[src/rtl/core_ctrl_pkg.sv]
// rtl/core_ctrl_pkg.sv - shared types and constants for the core hazard control slice
package core_ctrl_pkg;

   // Register-file index width (x0..x31)
   localparam int REG_W = 5;

   // Operand forwarding mux selects for the E stage
   localparam logic [1:0] FWD_RF  = 2'b00;
   localparam logic [1:0] FWD_WB  = 2'b01;
   localparam logic [1:0] FWD_MEM = 2'b10;

   // Hazard scheduler states
   typedef enum logic {
      RUN      = 1'b0,
      MDU_WAIT = 1'b1
   } sched_state_t;

endpackage

[src/rtl/hazard_sched_unit_if.sv]
// rtl/hazard_sched_unit_if.sv - start/done handshake between hazard scheduler and MDU
interface hazard_sched_unit_if;

   logic MduStart;
   logic MduDone;

   // master: the hazard scheduler launching MDU operations
   modport master (output MduStart, input MduDone);
   // slave: the multi-cycle MDU
   modport slave  (input MduStart, output MduDone);

endinterface

[src/rtl/hazard_fwd_unit.sv]
// rtl/hazard_fwd_unit.sv - combinational E-stage operand forwarding compare for both operands
module hazard_fwd_unit
   import core_ctrl_pkg::*;
(
   input  logic [REG_W-1:0] Rs1E,
   input  logic [REG_W-1:0] Rs2E,
   input  logic [REG_W-1:0] RdM,
   input  logic [REG_W-1:0] RdW,
   input  logic             RegWriteM,
   input  logic             RegWriteW,
   output logic [1:0]       ForwardAE,
   output logic [1:0]       ForwardBE
);

   // M wins over W because it holds the younger result; x0 is never forwarded
   function automatic logic [1:0] fwd_sel(input logic [REG_W-1:0] rs);
      logic [1:0] sel;
      sel = FWD_RF;
      if (RegWriteM && (RdM != '0) && (RdM == rs))
         sel = FWD_MEM;
      else if (RegWriteW && (RdW != '0) && (RdW == rs))
         sel = FWD_WB;
      return sel;
   endfunction

   // Same compare applied to each E-stage source operand
   always_comb begin
      ForwardAE = fwd_sel(Rs1E);
      ForwardBE = fwd_sel(Rs2E);
   end

endmodule

[src/rtl/hazard_sched_unit.sv]
// rtl/hazard_sched_unit.sv - pipeline stall/flush/forward control with MDU sequencing and perf counters
module hazard_sched_unit
   import core_ctrl_pkg::*;
#(
   parameter int CNT_W       = 32,
   parameter int MDU_TIMEOUT = 64
) (
   input  logic              clk,
   input  logic              rst_n,
   input  logic [REG_W-1:0]  Rs1D,
   input  logic [REG_W-1:0]  Rs2D,
   input  logic [REG_W-1:0]  Rs1E,
   input  logic [REG_W-1:0]  Rs2E,
   input  logic [REG_W-1:0]  RdE,
   input  logic [REG_W-1:0]  RdM,
   input  logic [REG_W-1:0]  RdW,
   input  logic              RegWriteM,
   input  logic              RegWriteW,
   input  logic              LoadE,
   input  logic              PCSrcE,
   input  logic              MduOpE,
   hazard_sched_unit_if.master mdu,
   output logic              StallF,
   output logic              StallD,
   output logic              StallE,
   output logic              FlushD,
   output logic              FlushE,
   output logic              FlushM,
   output logic [1:0]        ForwardAE,
   output logic [1:0]        ForwardBE,
   output logic              mdu_err,
   output logic [CNT_W-1:0]  stall_cnt,
   output logic [CNT_W-1:0]  flush_cnt
);

   localparam int              WD_W    = (MDU_TIMEOUT > 2) ? $clog2(MDU_TIMEOUT) : 1;
   localparam logic [WD_W-1:0] WD_LAST = WD_W'(MDU_TIMEOUT - 1);

   sched_state_t    state;
   sched_state_t    next_state;
   logic [WD_W-1:0] wd_cnt;
   logic            load_use;
   logic            wd_expired;
   logic            mdu_start;
   logic [1:0]      fwd_a;
   logic [1:0]      fwd_b;

   hazard_fwd_unit u_fwd (
      .Rs1E      (Rs1E),
      .Rs2E      (Rs2E),
      .RdM       (RdM),
      .RdW       (RdW),
      .RegWriteM (RegWriteM),
      .RegWriteW (RegWriteW),
      .ForwardAE (fwd_a),
      .ForwardBE (fwd_b)
   );

   // Forward selects are held at the register file while in reset
   always_comb begin
      ForwardAE = rst_n ? fwd_a : FWD_RF;
      ForwardBE = rst_n ? fwd_b : FWD_RF;
   end

   // Hazard detection terms
   always_comb begin
      load_use   = LoadE && (RdE != '0) && ((RdE == Rs1D) || (RdE == Rs2D));
      wd_expired = (wd_cnt == WD_LAST);
   end

   // Priority decode of pipeline controls and next state; all quiet during reset
   always_comb begin
      StallF     = 1'b0;
      StallD     = 1'b0;
      StallE     = 1'b0;
      FlushD     = 1'b0;
      FlushE     = 1'b0;
      FlushM     = 1'b0;
      mdu_start  = 1'b0;
      next_state = state;
      if (rst_n) begin
         case (state)
            RUN: begin
               if (MduOpE) begin
                  // Freeze F/D/E while the MDU works, bubble into M
                  mdu_start  = 1'b1;
                  StallF     = 1'b1;
                  StallD     = 1'b1;
                  StallE     = 1'b1;
                  FlushM     = 1'b1;
                  next_state = MDU_WAIT;
               end else if (PCSrcE) begin
                  // D holds a wrong-path instruction, so any load-use on it is moot
                  FlushD = 1'b1;
                  FlushE = 1'b1;
               end else if (load_use) begin
                  StallF = 1'b1;
                  StallD = 1'b1;
                  FlushE = 1'b1;
               end
            end
            MDU_WAIT: begin
               if (mdu.MduDone || wd_expired) begin
                  // Release: the MDU instruction advances to M, no relaunch
                  next_state = RUN;
               end else begin
                  StallF = 1'b1;
                  StallD = 1'b1;
                  StallE = 1'b1;
                  FlushM = 1'b1;
               end
            end
            default: next_state = RUN;
         endcase
      end
   end

   assign mdu.MduStart = mdu_start;

   // State, watchdog, sticky error and saturating performance counters
   always_ff @(posedge clk or negedge rst_n) begin
      if (!rst_n) begin
         state     <= RUN;
         wd_cnt    <= '0;
         mdu_err   <= 1'b0;
         stall_cnt <= '0;
         flush_cnt <= '0;
      end else begin
         state <= next_state;
         if ((state == MDU_WAIT) && (next_state == MDU_WAIT))
            wd_cnt <= wd_cnt + WD_W'(1);
         else
            wd_cnt <= '0;
         if ((state == MDU_WAIT) && !mdu.MduDone && wd_expired)
            mdu_err <= 1'b1;
         if (StallF && (stall_cnt != '1))
            stall_cnt <= stall_cnt + CNT_W'(1);
         // FlushD is raised only by an accepted branch/jump
         if (FlushD && (flush_cnt != '1))
            flush_cnt <= flush_cnt + CNT_W'(1);
      end
   end

endmodule

[src/flat_wrapper.sv]
// flat-port wrapper written by rule: the top's interface ports become plain ports
module hazard_sched_unit_flat import core_ctrl_pkg::*;
#(
   parameter int CNT_W       = 32,
   parameter int MDU_TIMEOUT = 64
)
  (clk, rst_n, Rs1D, Rs2D, Rs1E, Rs2E, RdE, RdM, RdW, RegWriteM, RegWriteW, LoadE, PCSrcE, MduOpE, StallF, StallD, StallE, FlushD, FlushE, FlushM, ForwardAE, ForwardBE, mdu_err, stall_cnt, flush_cnt, mdu_MduStart, mdu_MduDone);
  hazard_sched_unit_if mdu_i ();
  input  logic clk;
  input  logic rst_n;
  input  logic [REG_W-1:0] Rs1D;
  input  logic [REG_W-1:0] Rs2D;
  input  logic [REG_W-1:0] Rs1E;
  input  logic [REG_W-1:0] Rs2E;
  input  logic [REG_W-1:0] RdE;
  input  logic [REG_W-1:0] RdM;
  input  logic [REG_W-1:0] RdW;
  input  logic RegWriteM;
  input  logic RegWriteW;
  input  logic LoadE;
  input  logic PCSrcE;
  input  logic MduOpE;
  output logic StallF;
  output logic StallD;
  output logic StallE;
  output logic FlushD;
  output logic FlushE;
  output logic FlushM;
  output logic [1:0] ForwardAE;
  output logic [1:0] ForwardBE;
  output logic mdu_err;
  output logic [CNT_W-1:0] stall_cnt;
  output logic [CNT_W-1:0] flush_cnt;
  output wire logic [$bits(mdu_i.MduStart)-1:0] mdu_MduStart;
  input wire logic [$bits(mdu_i.MduDone)-1:0] mdu_MduDone;
  assign mdu_MduStart = mdu_i.MduStart;
  assign mdu_i.MduDone = mdu_MduDone;
  hazard_sched_unit #(.CNT_W(CNT_W), .MDU_TIMEOUT(MDU_TIMEOUT)) u_core (.clk(clk), .rst_n(rst_n), .Rs1D(Rs1D), .Rs2D(Rs2D), .Rs1E(Rs1E), .Rs2E(Rs2E), .RdE(RdE), .RdM(RdM), .RdW(RdW), .RegWriteM(RegWriteM), .RegWriteW(RegWriteW), .LoadE(LoadE), .PCSrcE(PCSrcE), .MduOpE(MduOpE), .mdu(mdu_i), .StallF(StallF), .StallD(StallD), .StallE(StallE), .FlushD(FlushD), .FlushE(FlushE), .FlushM(FlushM), .ForwardAE(ForwardAE), .ForwardBE(ForwardBE), .mdu_err(mdu_err), .stall_cnt(stall_cnt), .flush_cnt(flush_cnt));
endmodule
[config.mk]
export PLATFORM = sky130hd
export DESIGN_NAME = hazard_sched_unit_flat
export DESIGN_NICKNAME = d
export VERILOG_FILES = /design/src/rtl/core_ctrl_pkg.sv /design/src/rtl/hazard_sched_unit_if.sv /design/src/rtl/hazard_fwd_unit.sv /design/src/rtl/hazard_sched_unit.sv /design/src/flat_wrapper.sv
export SDC_FILE = /design/constraint.sdc
export NUM_CORES = 1
export LEC_CHECK = 0
export CORE_UTILIZATION = 51
export DETAILED_ROUTE_END_ITERATION = 10
export GPL_ROUTABILITY_DRIVEN = 0
export GPL_TIMING_DRIVEN = 0
export PLACE_DENSITY = 0.94
export RECOVER_POWER = 50
export SLEW_MARGIN = 25
export SYNTH_ARGS = -nofsm -noshare
export SYNTH_HDL_FRONTEND = slang
export SYNTH_SLANG_ARGS = --single-unit
[constraint.sdc]
create_clock -name clk -period 4.9 [get_ports clk]
set_clock_uncertainty 0.05 [all_clocks]
set_input_delay 0.98 -clock clk [delete_from_list [all_inputs] [get_ports clk]]
set_output_delay 0.98 -clock clk [all_outputs]
set_load 0.02 [all_outputs]
# Word level (Yosys, flattened, before mapping)
# Index checks and enable logic that the tools add are counted.
[word_totals] latch_bits=0 mem_bits_rw=0 mem_count=0 word_cells=64 reg_bits=72 rom_bits=0
[op_classes] n_mul=0 n_addsub=3 order_cmp=0 n_reduce_logical=19 eq_ne=9 mux=27 bitwise=1 shifts=0 div=0
[op_table] operator="adder 32 x 1 -> 32 bit, second input constant" n=2
[op_table] operator="inequality test 32 bit, second input constant" n=2
[op_table] operator="== test 5 bit" n=6
[op_table] operator="two-way mux 1 bit" n=20
[op_table] operator="nonzero test 5 bit" n=3
[op_table] operator="logical AND 1 bit" n=13
[op_table] operator="two-way mux 2 bit" n=4
[op_table] operator="adder 6 x 1 -> 6 bit, second input constant" n=1
[op_table] operator="== test 6 bit, second input constant" n=1
[op_table] operator="two-way mux 6 bit" n=1
[op_table] operator="one-hot mux 1 bit (2 select lines)" n=2
[op_table] operator="logical OR 1 bit" n=2
[op_table] operator="zero test 1 bit" n=1
[op_table] operator="inverter 1 bit" n=1

# Longest topological paths before layout
# Gate-level depths: netlist of the first run.
[depth] word_depth=9 depth_mapped=9

# Modules after synthesis
# From an unflattened synthesis of the first run, not the netlist that was laid out.
[unflattened] hier_cells=387 area_unflattened_um2=3901.2
[modules_own_cells] module="hazard_sched_unit" seq_area_each_um2=1801.7 area_per_inst_um2=3643.5 cells_per_inst=353 n_inst=1
[modules_own_cells] module="hazard_fwd_unit" seq_area_each_um2=0.0 area_per_inst_um2=257.7 cells_per_inst=34 n_inst=1

# Worst setup path before layout of the first run
# No wires, ideal clock.
[synth_path] path_kind="input to output" start="input RdM[1]" end="output ForwardAE[0]" n_path_buf=0 path_slack_ns=1.373 arrival_ns=2.497 path_stages=4 path_cell_list="or4_1 o21ai_0 nor4_1 nor4_1"
[synth_via] elab_chain_cells=5
[synth_rtl] element="start, declared" line="flat_wrapper.sv:16" rtl="input logic [REG_W-1:0] RdM;"
[synth_rtl] element="nonzero test 5 bit" line="hazard_fwd_unit.sv:19" rtl="if (RegWriteM && (RdM != '0) && (RdM == rs))"
[synth_rtl] element="logical AND 1 bit" line="hazard_fwd_unit.sv:19"
[synth_rtl] element="logical AND 1 bit *" line="hazard_fwd_unit.sv:19"
[synth_rtl] element="two-way mux 2 bit *" line="hazard_fwd_unit.sv:19"
[synth_rtl] element="two-way mux 2 bit *" line="hazard_sched_unit.sv:61" rtl="ForwardAE = rst_n ? fwd_a : FWD_RF;"
[synth_rtl] element="end, declared" line="flat_wrapper.sv:29" rtl="output logic [1:0] ForwardAE;"
# Mark *: on every way between the ends. The rest lies on a longest branch, timed or not.

# Final worst setup path of the first run
[layout_path] start="input rst_n" end="output StallF"
[layout_via] elab_chain_cells=1
[layout_rtl] element="start, declared" line="flat_wrapper.sv:10" rtl="input logic rst_n;"
[layout_rtl] element="two-way mux 1 bit" line="hazard_sched_unit.sv:81" rtl="if (rst_n) begin"
[layout_rtl] element="end, declared" line="flat_wrapper.sv:23" rtl="output logic StallF;"
# Every way passes these cells.

==> reports/metrics.yaml, run 1 <==
sta:
  maxSlewViolCount: 0
  finalHoldViolCount: 0
  max_freq_ghz: 0.2254
  post-route-min-period_ns: 4.436
  relSlewSlack: 0.5105
  tightest_slew_ns: 0.7287
  setup_viol: 0
  fin_crit_sh: 0.9053
  rsz0062_at_grt: "false"
  hold_slack_ns: 0.4170
global_route:
  global_route.peak_usage_layer: "met2"
  antenna_found_initial: 0
  track_usage: 0.2474
  grt_pass1_wl_um: 16210
  use_met2: 0.4370
  met1_usage: 0.2856
  met3_usage: 0.06430
  grt_overflow: 0
  grt_pass1_vias: 3488
  grt_max_degree: 41
worst_setup_path:
  crit_type: "input pin to output port"
  cp_max_fo: 40
  cpMaxStageDelayCell: "clkdlybuf4s50_1"
  critPathCaptureType: "output port"
  startpoint: "rst_n"
  rr_worst_depth: 5
  slowest_delay_ns: 0.58
  worstPathCellList: "buf_4, buf_12, inv_1, nor3b_1, or2_2, a21oi_1, inv_1, buf_4, clkdlybuf4s50_1"
  cp-start-kind: "input pin"
  cp.required_ns: 3.87
  crit_arrival_ns: 3.41
  r2r-start: "u_core.stall_cnt[3]"
place:
  io_buffers: 118
  dp_hpwl_um: 7093
clocking:
  cts_setup_buffers: 0
  cts_hold_buf: 0
  clockRootBuffer: "clkbuf_8"
  cts_resized: 0
  clk_pin_slew_worst_paths_ns: 0.07
  clockBufferDepth: 2
  cts_buffers: 9
  cts_tree: "done"
  clock_sinks: 72
  clk_latency_ns: 0.35
  htree_levels: 3
route:
  wirelength_um: 9735
  wl_per_cell_um: 15.83
  drtIter0Drc: 155
  route.detailed.drc: 0
  vias: 3464
  routed_via_density: 5.633
  final_antenna_net_count: 0
  first_pass_iters: 5
power:
  p_leak_nw: 2.352
  power.density_mw_per_mm2: 296.9
  power.total_mw: 1.629
  ir_drop_mv: 0.2258
floorplanning:
  ios: 119
  die-area_mm2: 0.008104
  rows: 31
  die_y_um: 90.02
  initial_core_util: 0.5362
  core_area_mm2: 0.007370
  fp.dieW_um: 90.02
synthesis:
  synth_seq_cells: 72
  synth_cell_types: 49
  synthArstFlopShare: 1.000
  synth_ff_type: "dfrtp_1"
  avgSynthCellArea_um2: 10.37
  yosys_warnings: 0
  seq_area_frac_synth: 0.4560
  syn_area_mm2: 0.003951
  synthCells: 381
  synthesis.nets: 427
  synth-edff-count: 0
min_path:
  min_from: "u_core.wd_cnt[0]"
  holdPathStages: 1
  hp-class: "flop to flop"
finish:
  syn_to_final_growth_pct: 38.85
  n_antenna_cell: 0
  finalCoreUtilization: 0.7445
  drive_gt1_frac: 0.09302
  fin_nets: 557
  mostFrequentLayoutCell: "clkdlybuf4s50_1"
  layout_common_cells: "clkdlybuf4s50_1 (86), dfrtp_1 (72), xor2_1 (48), xnor2_1 (46), nand2_1 (34)"
status:
  status: "completed"
flow_run:
  maxCapViolations: 0
[critical path: cells and delay by family]
| family | cells | cell delay [ns] |
|---|---|---|
| buffers and inverters | 6 | 1.64 |
| AO/OA/AOI/OAI | 1 | 0.10 |
| AND/OR/NAND/NOR | 2 | 0.65 |
[synthesized netlist by cell type, types with 5 or more instances]
master   number  area [um2]
nor4_2        5       62.56
nor2_1       23       86.33
nand3_1      27       135.1
xor2_1       48       420.4
inv_1         6       22.52
nand4_1      20       125.1
nor3_1       19       95.09
or4_1         5       37.54
dfrtp_1      72        1802
xnor2_1      46       402.9
and3_1       10       62.56
nand2_1      34       127.6
and2_1        5       31.28
nor4_1        6       37.54
[final cells by class]
class | instances | area (um2)
flip-flops and latches | 72 | 1802
fillers | 515 | 1883
plain buffers | 7 | 47.55
clock inverters | 6 | 75.07
inverters | 9 | 33.78
repair buffers | 119 | 1199
well taps | 99 | 123.9
multi-input cells | 293 | 2068
clock buffers | 10 | 137.6
[routing by layer]
layer	vias up	routed length [um]
li1	1598	-
met1	1693	3819
met2	150	5045
met3	23	676
met4	0	194
met5	-	0
[logic make-up after synthesis]
logic type | synth area share
xor+xnor | 0.2084
fa+ha+maj | 0.009501
simple gates | 0.2448
compound gates | 0.05225
flops | 0.4560
mux | 0.008549
buf+inv | 0.02058
[registers in the layout, summed over array words and instances (netlist names)]
name	flops
u_core.flush_cnt	32
u_core.wd_cnt	6
u_core.state	1
u_core.stall_cnt	32
u_core.mdu_err	1
[metrics by stage]
stage / setup TNS (ns) / setup slack [ns] / cell area, um2 / std cells
2_1_floorplan: 0 / 1.373 / 3951 / 381
3_3_place_gp: -58.90 / -1.837 / 5256 / 598
3_5_place_dp: 0 / 0.4776 / 5274 / 599
4_1_cts: 0 / 0.4820 / 5487 / 615
5_1_grt: 0 / 0.2250 / 5487 / 615
6_report: 0 / 0.4641 / 5487 / 615
[where the power goes]
group	switching (mW)	internal (mW)
clock network	0.247	0.257
logic	0.208	0.194
registers	0.0757	0.648
[worst paths after layout]
path                                   endpoint  slack, ns
max in group asynchronous      u_core.wd_cnt[0]       3.67
min in group asynchronous  u_core.flush_cnt[20]       0.54
max reg2reg                u_core.stall_cnt[26]       2.38
max                                      StallF       0.46
min reg2reg                    u_core.wd_cnt[0]       0.42
min                            u_core.wd_cnt[0]       0.42
Power figures use the tool's default switching activity.
==> run 2, diff against run 1 <==
--- a/config.mk
+++ b/config.mk
@@ -8,10 +8,11 @@
 export CORE_UTILIZATION = 51
 export DETAILED_ROUTE_END_ITERATION = 10
 export GPL_ROUTABILITY_DRIVEN = 0
-export GPL_TIMING_DRIVEN = 0
+export GPL_TIMING_DRIVEN = 1
 export PLACE_DENSITY = 0.94
 export RECOVER_POWER = 50
 export SLEW_MARGIN = 25
 export SYNTH_ARGS = -nofsm -noshare
 export SYNTH_HDL_FRONTEND = slang
 export SYNTH_SLANG_ARGS = --single-unit
+export TNS_END_PERCENT = 20
==> run 2 against run 1 <==
Net effect:
- the run now ends with capacitance limit, slew limit left
- register-to-register slack improved by 0.09 ns
- fmax rose by 2.0%
- largest power group unchanged
- non-clock buffer count down 6
- die area stayed put
- core utilization down 1.6 points
- sequential power barely moved
- first-iteration DRC count fell by 28%
- via count decreased by 4.4%
==> reports/metrics.yaml, run 2 (synthesis results as in run 1) <==
status:
  status: "finished with violations"
  violations: "capacitance limit, slew limit"
global_route:
  grt_pass1_wl_um: 15300  # -5.6%
  grt_pass1_vias: 3326  # -4.6%
  grt_overflow: 0  # unchanged
  grt_max_degree: 48  # +17%
  track_usage: 0.2315  # -0.01594
  antenna_found_initial: 0  # unchanged
clocking:
  clk_latency_ns: 0.35  # about the same
  cts_buffers: 9  # unchanged
  cts_setup_buffers: 0  # unchanged
  cts_hold_buf: 0  # unchanged
  clockBufferDepth: 2  # unchanged
  clockRootBuffer: "clkbuf_8"
  htree_levels: 3  # unchanged
  clock_sinks: 72  # unchanged
  cts_resized: 0  # unchanged
  cts_tree: "done"
  clk_pin_slew_worst_paths_ns: 0.06  # about the same
sta:
  setup_tns_ns: 0  # unchanged
  fin_crit_sh: 0.8878  # -0.01751
  max_freq_ghz: 0.2299  # +2.0%
  rsz0062_at_grt: "false"
  relSlewSlack: -0.6323  # -1.143
  setup_viol: 0  # unchanged
  maxSlewViolCount: 48  # +48
  final.setup.worst_slack_ns: 0.5499  # +0.08580 ns
  finalHoldViolCount: 0  # unchanged
  post-route-min-period_ns: 4.350  # -0.08580 ns
  tightest_slew_ns: 2.449  # +1.720 ns
worst_setup_path:
  cp.required_ns: 3.87  # about the same
  worstPathCellList: "clkdlybuf4s50_1, or4_1, o21ai_0, nor4_1, nor4_1, clkdlybuf4s50_1"
  cp_max_fo: 3  # -93%
  crit_type: "input pin to output port"
  critPathCaptureType: "output port"
  cp-start-kind: "input pin"
  crit_arrival_ns: 3.32  # -0.09 ns
  critPathBufInv: 2  # -4
  crit_family: "buffers and inverters"
  slowest_delay_ns: 0.67  # +0.09 ns
  cpMaxStageDelayCell: "clkdlybuf4s50_1"
route:
  wirelength_um: 9160  # -5.9%
  final_antenna_net_count: 0  # unchanged
  wl_per_cell_um: 15.04  # -5.0%
  drtIter0Drc: 112  # -28%
  route.detailed.drc: 0  # unchanged
  first_pass_iters: 4  # -1
  routed_via_density: 5.435  # -3.5%
  vias: 3310  # -4.4%
power:
  ir_drop_mv: 0.2353  # +4.2%
  power.total_mw: 1.523  # -6.5%
  p_leak_nw: 2.275  # -3.3%
  power.density_mw_per_mm2: 283.6  # -4.5%
floorplanning:
  fp.dieW_um: 90.02  # unchanged
  die-area_mm2: 0.008104  # unchanged
  die_y_um: 90.02  # unchanged
  rows: 31  # unchanged
  ios: 119  # unchanged
  initial_core_util: 0.5362  # unchanged
  core_area_mm2: 0.007370  # unchanged
place:
  dp_hpwl_um: 7046  # -0.66%
  dp_slack_ns: 0.5496  # +0.07200 ns
  io_buffers: 118  # unchanged
  placed_cell_area_mm2: 0.005225  # -0.93%
min_path:
  hp-class: "flop to flop"
finish:
  multiInputGateArea_mm2: 0.002052  # -0.79%
  reg_top3: "u_core.flush_cnt: 32 flops, u_core.stall_cnt: 32 flops, u_core.wd_cnt: 6 flops"
  fin_nets: 551  # -1.1%
  layout_common_cells: "clkdlybuf4s50_1 (93), dfrtp_1 (72), xor2_1 (48), xnor2_1 (46), nand2_1 (34)"
  n_antenna_cell: 0  # unchanged
  fin_area_mm2: 0.005371  # -2.1%
  mostFrequentLayoutCell: "clkdlybuf4s50_1"
  finalCoreUtilization: 0.7289  # -0.01562
  syn_to_final_growth_pct: 35.94
  layout.area.seq_mm2: 0.001802  # unchanged
  drive_gt1_frac: 0.07843  # -0.01459
  fillers: 503  # -2.3%
flow_run:
  maxCapViolations: 1  # +1
-- run 2: through the flow --
stage | hold slack (ns) | std cells
after floorplan | 0.3829 | 381
final | 0.4065 | 609
after CTS | 0.4099 | 609
after detailed placement | 0.4015 | 593
after global routing | 0.4492 | 609
after global placement | 0.3954 | 593
-- run 2: worst paths after layout --
path	cells after the start	slack [ns]	from	to
worst min register to register	1	0.41	u_core.wd_cnt[0]	u_core.wd_cnt[0]
max in group asynchronous	2	1.66	rst_n	u_core.wd_cnt[1]
worst min-delay path	1	0.41	u_core.wd_cnt[0]	u_core.wd_cnt[0]
worst max-delay path	6	0.55	RdM[1]	ForwardAE[0]
worst max register to register	6	2.47	u_core.stall_cnt[0]	u_core.stall_cnt[26]
min in group asynchronous	1	0.51	rst_n	u_core.stall_cnt[19]
-- run 2: power by group --
part | internal, mW | switching, mW | total (mW)
sequential | 0.648 | 0.0781 | 0.726
clock | 0.185 | 0.225 | 0.411
combinational | 0.187 | 0.199 | 0.387
total | 1.02 | 0.503 | 1.52
-- run 2: cell type report --
cell class	count	area share
flip-flops and latches	72	0.3354
inverters	9	0.006289
well taps	99	0.02306
clock inverters	6	0.007920
multi-input cells	293	0.3820
repair buffers	120	0.2215
clock buffers	10	0.02376
-- run 2: per-layer routing --
metal / routed length (um) / global-route usage / share of wire / vias to the layer above
li1: - / - / - / 1584
met1: 3756 / 0.2708 / 0.41 / 1586
met2: 4642 / 0.4103 / 0.51 / 122
met3: 571 / 0.05838 / 0.062 / 18
met4: 189 / 0.08199 / 0.021 / 0
met5: 0 / 0 / 0 / -
